===== config.mk =====
export PLATFORM = sky130hd
export DESIGN_NAME = sumador_serie_ctrl
export DESIGN_NICKNAME = d
export VERILOG_FILES = /design/src/rtl/sumador_serie_ctrl.sv
export SDC_FILE = /design/constraint.sdc
export NUM_CORES = 1
export LEC_CHECK = 0
export CAP_MARGIN = 30
export CORE_MARGIN = 1
export CORE_UTILIZATION = 46
export DETAILED_ROUTE_END_ITERATION = 16
export HOLD_SLACK_MARGIN = 0.03
export PLACE_DENSITY_LB_ADDON = 0.25
export SYNTH_ARGS = -nofsm -noshare
export SYNTH_HDL_FRONTEND = slang
export SYNTH_HIERARCHICAL = 1
export SYNTH_SLANG_ARGS = --single-unit

===== constraint.sdc =====
create_clock -name clk -period 1.4 [get_ports clk]
set_input_delay 0.35 -clock clk [delete_from_list [all_inputs] [get_ports clk]]
set_output_delay 0.35 -clock clk [all_outputs]
set_load 0.03 [all_outputs]

===== src/rtl/sumador_serie_ctrl.sv =====
// -----------------------------------------------------------------------------
// sumador_serie_ctrl
//   Bit-serial N-bit adder. A single 1-bit full adder (sumador_completo_1_bit)
//   is reused over N clock cycles, LSB first. The carry between bit positions
//   is held in a register. A start/busy/done handshake sequences each
//   operation: IDLE -> RUN (N cycles) -> DONE (1 cycle) -> IDLE.
//
// Ports
//   clk    in   1  system clock, rising edge
//   rst_n  in   1  asynchronous reset, active-low
//   start  in   1  request, sampled only while idle
//   a, b   in   N  operands, captured on the accepting edge
//   c_in   in   1  carry input, captured on the accepting edge
//   busy   out  1  high from the accepting edge until the end of DONE
//   done   out  1  one-cycle pulse, result valid
//   s      out  N  sum, held until the next result
//   c_out  out  1  carry out of bit N-1, held
//   ovf    out  1  signed overflow (carry into MSB xor carry out), held
// -----------------------------------------------------------------------------
module sumador_serie_ctrl #(
    parameter int N = 8
) (
    input  logic         clk,
    input  logic         rst_n,
    input  logic         start,
    input  logic [N-1:0] a,
    input  logic [N-1:0] b,
    input  logic         c_in,
    output logic         busy,
    output logic         done,
    output logic [N-1:0] s,
    output logic         c_out,
    output logic         ovf
);

    localparam int CNT_W = (N > 2) ? $clog2(N) : 1;
    localparam logic [CNT_W-1:0] CNT_LAST = CNT_W'(N - 1);
    localparam logic [CNT_W-1:0] CNT_ONE  = CNT_W'(1);

    typedef enum logic [1:0] {
        ST_IDLE = 2'd0,
        ST_RUN  = 2'd1,
        ST_DONE = 2'd2
    } state_e;

    state_e           state_q;
    logic [N-1:0]     a_sh_q;
    logic [N-1:0]     b_sh_q;
    logic [N-1:0]     res_sh_q;
    logic [N-1:0]     res_sh_d;
    logic             carry_q;
    logic [CNT_W-1:0] cnt_q;
    logic             busy_q;
    logic             done_q;
    logic [N-1:0]     s_q;
    logic             c_out_q;
    logic             ovf_q;
    logic             fa_s_s;
    logic             fa_c_s;

    sumador_completo_1_bit u_fa (
        .x_i (a_sh_q[0]),
        .y_i (b_sh_q[0]),
        .c_i (carry_q),
        .s_o (fa_s_s),
        .c_o (fa_c_s)
    );

    // New sum bit enters at the MSB end; after N shifts bit 0 sits at position 0.
    assign res_sh_d = (res_sh_q >> 1) | {fa_s_s, {(N-1){1'b0}}};

    // Sequencer: operand capture, per-bit shifting and result publication.
    always_ff @(posedge clk or negedge rst_n) begin
        if (!rst_n) begin
            state_q  <= ST_IDLE;
            a_sh_q   <= '0;
            b_sh_q   <= '0;
            res_sh_q <= '0;
            carry_q  <= 1'b0;
            cnt_q    <= '0;
            busy_q   <= 1'b0;
            done_q   <= 1'b0;
            s_q      <= '0;
            c_out_q  <= 1'b0;
            ovf_q    <= 1'b0;
        end else begin
            case (state_q)
                ST_IDLE: begin
                    done_q <= 1'b0;
                    if (start) begin
                        a_sh_q  <= a;
                        b_sh_q  <= b;
                        carry_q <= c_in;
                        cnt_q   <= '0;
                        busy_q  <= 1'b1;
                        state_q <= ST_RUN;
                    end
                end
                ST_RUN: begin
                    res_sh_q <= res_sh_d;
                    carry_q  <= fa_c_s;
                    a_sh_q   <= a_sh_q >> 1;
                    b_sh_q   <= b_sh_q >> 1;
                    cnt_q    <= cnt_q + CNT_ONE;
                    if (cnt_q == CNT_LAST) begin
                        // On the MSB step carry_q is the carry into the MSB,
                        // so overflow is that carry xor the final carry out.
                        s_q     <= res_sh_d;
                        c_out_q <= fa_c_s;
                        ovf_q   <= carry_q ^ fa_c_s;
                        done_q  <= 1'b1;
                        state_q <= ST_DONE;
                    end
                end
                ST_DONE: begin
                    done_q  <= 1'b0;
                    busy_q  <= 1'b0;
                    state_q <= ST_IDLE;
                end
                default: begin
                    done_q  <= 1'b0;
                    busy_q  <= 1'b0;
                    state_q <= ST_IDLE;
                end
            endcase
        end
    end

    assign busy  = busy_q;
    assign done  = done_q;
    assign s     = s_q;
    assign c_out = c_out_q;
    assign ovf   = ovf_q;

endmodule

// -----------------------------------------------------------------------------
// sumador_completo_1_bit
//   Combinational 1-bit full adder.
//   x_i, y_i  in  operand bits
//   c_i       in  carry in
//   s_o       out sum bit
//   c_o       out carry out
// -----------------------------------------------------------------------------
module sumador_completo_1_bit (
    input  logic x_i,
    input  logic y_i,
    input  logic c_i,
    output logic s_o,
    output logic c_o
);

    assign s_o = x_i ^ y_i ^ c_i;
    assign c_o = (x_i & y_i) | (c_i & (x_i ^ y_i));

endmodule


==> flow_summary.json, run 1 <==
{
  "die_h_um": 63.8,
  "rr_worst_depth": 4,
  "status": "finished, final reports clean",
  "yosys.cell_types.count": 25,
  "peakVddDrop_mv": 1.04,
  "p_leak_nw": 1.02,
  "hold_violations": 0,
  "cp-end-kind": "register",
  "fin_tns_setup_ns": 0,
  "vias_per_cell": 5.53,
  "clk_pin_slew_worst_paths_ns": 0.08,
  "start_util_pct": 47.9,
  "htree_levels": 2,
  "gp_congestion": 0.762,
  "setup_violations": 0,
  "critPathKind": "reg -> reg",
  "vias": 1361,
  "hp-start": "res_sh_q[1]",
  "maxSlewViolCount": 0,
  "synth_warnings": 6,
  "r2r-start": "cnt_q[1]",
  "critical_path.top_delay_family": "flip-flops",
  "maxClockFrequency_mhz": 717,
  "cts_made_buffers": 5,
  "nNetsFinal": 220,
  "drv_cap": 0,
  "yosys.area.top_type": "dfrtp_1",
  "synth_top_area_share_pct": 58.5,
  "seq_area_frac_synth_pct": 58.5,
  "cts_buffer_depth": 2,
  "ys_ff_latch": 41,
  "crit_chain": "ha_2 > ha_2 > nand3b_4 > mux2_2",
  "tightest_slew_ns": 0.343,
  "skew_ns": 0.00560,
  "cp.depth": 4,
  "n_antenna_cell": 0,
  "fin_crit_ns": 1.39,
  "fp.dieArea_um2": 4060,
  "drt_pass1_iterations": 4,
  "syn_area_um2": 1750,
  "crit_top_cell": "ha_2",
  "grt_pass1_vias": 1384,
  "antenna_left": 0,
  "cts_tree": "yes",
  "grt_pass1_wl_um": 6170,
  "fillers": 319,
  "crit_start": "cnt_q[1]",
  "synth.area.top_cells": "dfrtp_1 (58%), o22ai_1 (8.6%), mux2_2 (5.8%)",
  "syn_nets": 177,
  "die_x_um": 63.8,
  "row_count": 22,
  "slowest_stage": "dfrtp_1",
  "synth_cells": 154,
  "cp_num_buf_inv": 0,
  "grt_overflow_total": 0,
  "slowest_delay_ns": 0.40,
  "relSlewSlack_pct": 77.1,
  "io_pins": 32,
  "drtIter0Drc": 75,
  "routed_wl_um": 3540,
  "clock-root-buffer": "clkbuf_8",
  "cp_max_fo": 12,
  "drive_gt1_share_pct": 23.2,
  "antenna_found_initial": 0,
  "wl_per_cell_um": 14.4,
  "clock_latency_ns": 0.29,
  "dp_hpwl_um": 2520,
  "route.detailed.drc": 0,
  "cts_sinks": 41,
  "cp-start-kind": "register",
  "pre_cts_ws_ns": -0.254,
  "p_per_area_nw_per_um2": 2230,
  "fp.coreArea_um2": 3660,
  "grtUsageTotal_pct": 19.9,
  "worstPathRequired_ns": 1.58,
  "hold_depth": 2,
  "fin_crit_sh_pct": 99.6,
  "cp.arrival_ns": 1.57,
  "final.setup.worst_slack_ns": 0.00600,
  "numPortBuffers": 31,
  "rsz0062_at_grt": "true",
  "grt_max_degree": 42,
  "final_util_pct": 61.6,
  "min_path_type": "reg -> reg",
  "syn_avg_cell_area_um2": 11.4,
  "area_growth_pct": 28.5
}
power by group:
group | internal, W | switching (W)
registers | 0.00173 | 0.000402
clock network | 0.000344 | 0.000403
logic | 0.00100 | 0.00113
total | 0.00308 | 0.00194
cell usage in the layout, fill, tap and decap left out, drive strengths merged:
cell type       n
a2bb2oi         4
clkdlybuf4s50  18
clkinv          2
nand2b          4
dlygate4sd3     1
nand2          24
fa              1
clkdlybuf4s15   6
inv             3
o22ai          24
nor2            5
clkbuf          9
ha              2
buf            17
o21ai           3
or2             1
clkinvlp        2
xnor2           1
dfrtp          41
mux2            9
o221a           1
nand3b          1
a21oi          13
a32o            1
nor2b           2
a22o            2
or4b            1
cell families (layout without fill, tap and decap cells):
logic type                 Yosys count  count (layout)  share of synthesized area [%]
adders and majority gates            3               3                           2.57
AOI/OAI and AO/OA                   48              48                           17.3
buffers and inverters               14              58                           4.92
xor gates and xnor gates             1               1                          0.499
DFF                                 41              41                           58.5
and+or+nand+nor                     38              38                           10.4
muxes                                9               9                           5.78
per-layer routing:
layer | vias up | routed length (um) | GRT usage, %
met1 | 664 | 1450 | 22.7
met3 | 9 | 216 | 6.43
met4 | 0 | 46 | 6.82
li1 | 639 | - | -
met2 | 49 | 1820 | 34.7
met5 | - | 0 | 0
tightest hold or removal path: stages, from the launching register on:
cell and delay, ns:
dfrtp_1 0.35, nand2_1 0.05, nand2_1 0.05
stage by stage:
step | instances | hold WS, ns | total power, W | instance area, um2
floorplan | 154 | 0.0544 | 0.00360 | 1760
global placement | 236 | 0.336 | 0.00427 | 2160
detailed placement | 236 | 0.335 | 0.00439 | 2160
CTS | 246 | 0.487 | 0.00505 | 2250
global route | 246 | 0.522 | 0.00540 | 2250
finish | 246 | 0.479 | 0.00502 | 2250
cell type report:
| cell class | count | area [um2] | area share (%) |
|---|---|---|---|
| repair buffers | 46 | 412 | 18.3 |
| well taps | 48 | 60.1 | 2.67 |
| inverters | 4 | 18.8 | 0.833 |
| flip-flops and latches | 41 | 1030 | 45.6 |
| clock inverters | 3 | 17.5 | 0.777 |
| multi-input cells | 99 | 649 | 28.8 |
| clock buffers | 5 | 68.8 | 3.05 |
state kept, by name (all words and copies together), names as in the netlist:
register / cells
carry_q: 1
cnt_q: 3
state_q: 2
done: 1
b_sh_q: 8
res_sh_q: 7
ovf: 1
a_sh_q: 8
busy: 1
c_out: 1
s: 8
Yosys cell counts:
cell type / number
buf_1: 1
o221a_2: 1
fa_1: 1
nand2_1: 24
clkbuf_1: 1
a2bb2oi_1: 4
buf_4: 2
or4b_1: 1
inv_1: 4
xnor2_1: 1
nor2b_1: 2
or2_2: 1
nand2b_1: 4
o21ai_0: 3
mux2_2: 9
ha_1: 2
o22ai_1: 24
nor2_1: 5
a22o_1: 2
buf_2: 3
buf_6: 3
dfrtp_1: 41
a32o_1: 1
a21oi_1: 13
nand3b_4: 1
repair_timing:
action                                  in CTS  in global routing
hold buffers                                 1                  0
gates resized for setup                     12                 16
endpoints found under the hold margin       41                  0
pin swaps                                    0                  0
endpoints found under the setup margin      19                 26
buffers inserted                             1                  0
final timing paths:
path / to / slack (ns)
worst max-delay path: c_out / 0.006
worst min-delay path: res_sh_q[1] / 0.48
worst max register to register: c_out / 0.006
worst min register to register: res_sh_q[1] / 0.48
max in group asynchronous: a_sh_q[6] / 0.66
min in group asynchronous: res_sh_q[5] / 0.54
(Power assumes the default switching activity.)
==> run 2: changes to the inputs <==
--- a/config.mk
+++ b/config.mk
@@ -11,6 +11,7 @@
 export DETAILED_ROUTE_END_ITERATION = 16
 export HOLD_SLACK_MARGIN = 0.03
 export PLACE_DENSITY_LB_ADDON = 0.25
+export SETUP_SLACK_MARGIN = 0.2
 export SYNTH_ARGS = -nofsm -noshare
 export SYNTH_HDL_FRONTEND = slang
 export SYNTH_HIERARCHICAL = 1
==> flow_summary.json, run 2 (synthesis gave the netlist of run 1 again) <==
{
  "status": "finished, final reports clean",
  "drt_pass1_iterations": 4,
  "fin_crit_ns": 1.35,
  "worstPathRequired_ns": 1.58,
  "stdcell_count": 270,
  "wl_per_cell_um": 15.3,
  "cp.depth": 4,
  "cts_tree": "yes",
  "wl_met3_um": 173,
  "antenna_found_initial": 0,
  "dpl_cell_area_um2": 2190,
  "crit_chain": "ha_2 > ha_4 > nand3b_4 > mux2_4",
  "layout_common_cells": "dfrtp_1 (39), buf_4 (32), o22ai_1 (23), nand2_1 (23), clkdlybuf4s50_1 (17)",
  "cp_num_buf_inv": 0,
  "setup_violations": 0,
  "pre_cts_ws_ns": -0.247,
  "r2r-start": "cnt_q[0]",
  "die_h_um": 63.8,
  "dp_hpwl_um": 2450,
  "fillers": 269,
  "vias": 1456,
  "critPathCapture": "s[3]",
  "regToRegEndpoint": "s[3]",
  "die_x_um": 63.8,
  "n_antenna_cell": 0,
  "vias_per_cell": 5.39,
  "peakVddDrop_mv": 1.28,
  "grt_max_degree": 42,
  "p_leak_nw": 1.26,
  "drv_cap": 0,
  "fin_crit_sh_pct": 96.3,
  "grtUsageTotal_pct": 21.3,
  "tightest_slew_ns": 0.349,
  "cts_made_buffers": 5,
  "routed_wl_um": 4130,
  "rr_worst_depth": 4,
  "met2_length_um": 2200,
  "fp.coreArea_um2": 3660,
  "relSlewSlack_pct": 76.7,
  "slowest_stage": "dfrtp_1",
  "wl_met1_um": 1690,
  "grt_overflow_total": 0,
  "drtIter0Drc": 75,
  "drive_gt1_share_pct": 40.5,
  "p_per_area_nw_per_um2": 2420,
  "fp.dieArea_um2": 4060,
  "slowest_delay_ns": 0.40,
  "route.detailed.drc": 0,
  "cts_sinks": 41,
  "critical_path.top_delay_family": "flip-flops",
  "cp_max_fo": 6,
  "cp-end-kind": "register",
  "io_pins": 32,
  "crit_start": "cnt_q[0]",
  "nNetsFinal": 244,
  "final_area_um2": 2670,
  "cts_buffer_depth": 2,
  "gp_congestion": 0.808,
  "cp.arrival_ns": 1.53,
  "grt_pass1_wl_um": 6490,
  "final.setup.worst_slack_ns": 0.0515,
  "area_growth_pct": 52.1,
  "maxSlewViolCount": 0,
  "clock_latency_ns": 0.30,
  "htree_levels": 2,
  "cp-start-kind": "register",
  "grt_pass1_vias": 1419,
  "numPortBuffers": 31,
  "reg2reg_setup_slack_ns": 0.05,
  "dp.cells": 236,
  "start_util_pct": 47.9,
  "skew_ns": 0.00723,
  "rsz0062_at_grt": "true",
  "clock-root-buffer": "clkbuf_8",
  "hold_violations": 0,
  "power_w": 0.00647,
  "clk_pin_slew_worst_paths_ns": 0.08,
  "antenna_left": 0,
  "critPathKind": "reg -> reg",
  "maxClockFrequency_mhz": 742,
  "row_count": 22,
  "dr.max_layer_used": "met4",
  "min_path_type": "reg -> reg",
  "layout_commonest_cell": "dfrtp_1"
}
-- run 2: cell types whose count changed in the layout (fill, tap and decap cells not counted), sizes merged, moves of 2 or more --
cell / before / now
buf: 17 / 50
bufinv: 0 / 2
clkdlybuf4s15: 6 / 0
clkbuf: 9 / 5
-- run 2: worst min-delay path: cells and delay by family, from the launching register on --
family / cells / cell delay [ns]
simple gates: 2 / 0.11
flops: 1 / 0.36
-- run 2: where the power goes --
part | switching (W) | leakage (nW) | internal [W]
Combinational | 0.00141 | 0.708 | 0.00177
Sequential | 0.000440 | 0.484 | 0.00174
Clock | 0.000415 | 0.0681 | 0.000708
-- run 2: per-stage QoR --
stage | TNS [ns] | hold WS [ns] | utilization [%]
finish | 0 | 0.511 | 72.9
global route | 0 | 0.536 | 72.9
CTS | 0 | 0.509 | 69.0
detailed placement | -4.00 | 0.336 | 59.8
global placement | -3.30 | 0.335 | 59.8
floorplan | 0 | 0.0544 | -
-- run 2: final cells by class --
type | count | area (um2) | area share (%)
clock inverter | 3 | 65.1 | 2.44
inverter | 4 | 18.8 | 0.703
sequential | 41 | 1030 | 38.5
timing repair buffer | 69 | 643 | 24.1
clock buffer | 5 | 68.8 | 2.58
multi-input combinational | 100 | 785 | 29.4
tap | 48 | 60.1 | 2.25
-- run 2: worst min-delay path by stage --
stage                      startpoint           to  slack, ns  cells past startpoint
after floorplan                 rst_n    a_sh_q[0]       0.05                      0
after global placement          rst_n         done       0.34                      2
after detailed placement        rst_n  res_sh_q[5]       0.34                      2
after CTS                 res_sh_q[1]  res_sh_q[1]       0.51                      2
after global routing      res_sh_q[7]  res_sh_q[6]       0.54                      2
final                     res_sh_q[1]  res_sh_q[1]       0.51                      2
-- run 2: what timing repair did --
| item | 4_1_cts | 5_1_grt |
|---|---|---|
| pin swaps | 3 | 5 |
| setup buffers | 16 | 8 |
| endpoints found under the hold margin | 41 | 0 |
| gates cloned | 1 | 0 |
| hold buffers | 1 | 0 |
| endpoints found under the setup margin | 50 | 51 |
| resized for setup | 68 | 23 |
-- run 2: layer usage --
metal | GRT usage, % | vias up
li1 | - | 692
met1 | 24.9 | 718
met2 | 37.5 | 38
met3 | 6.25 | 8
met4 | 6.25 | 0
met5 | 0 | -
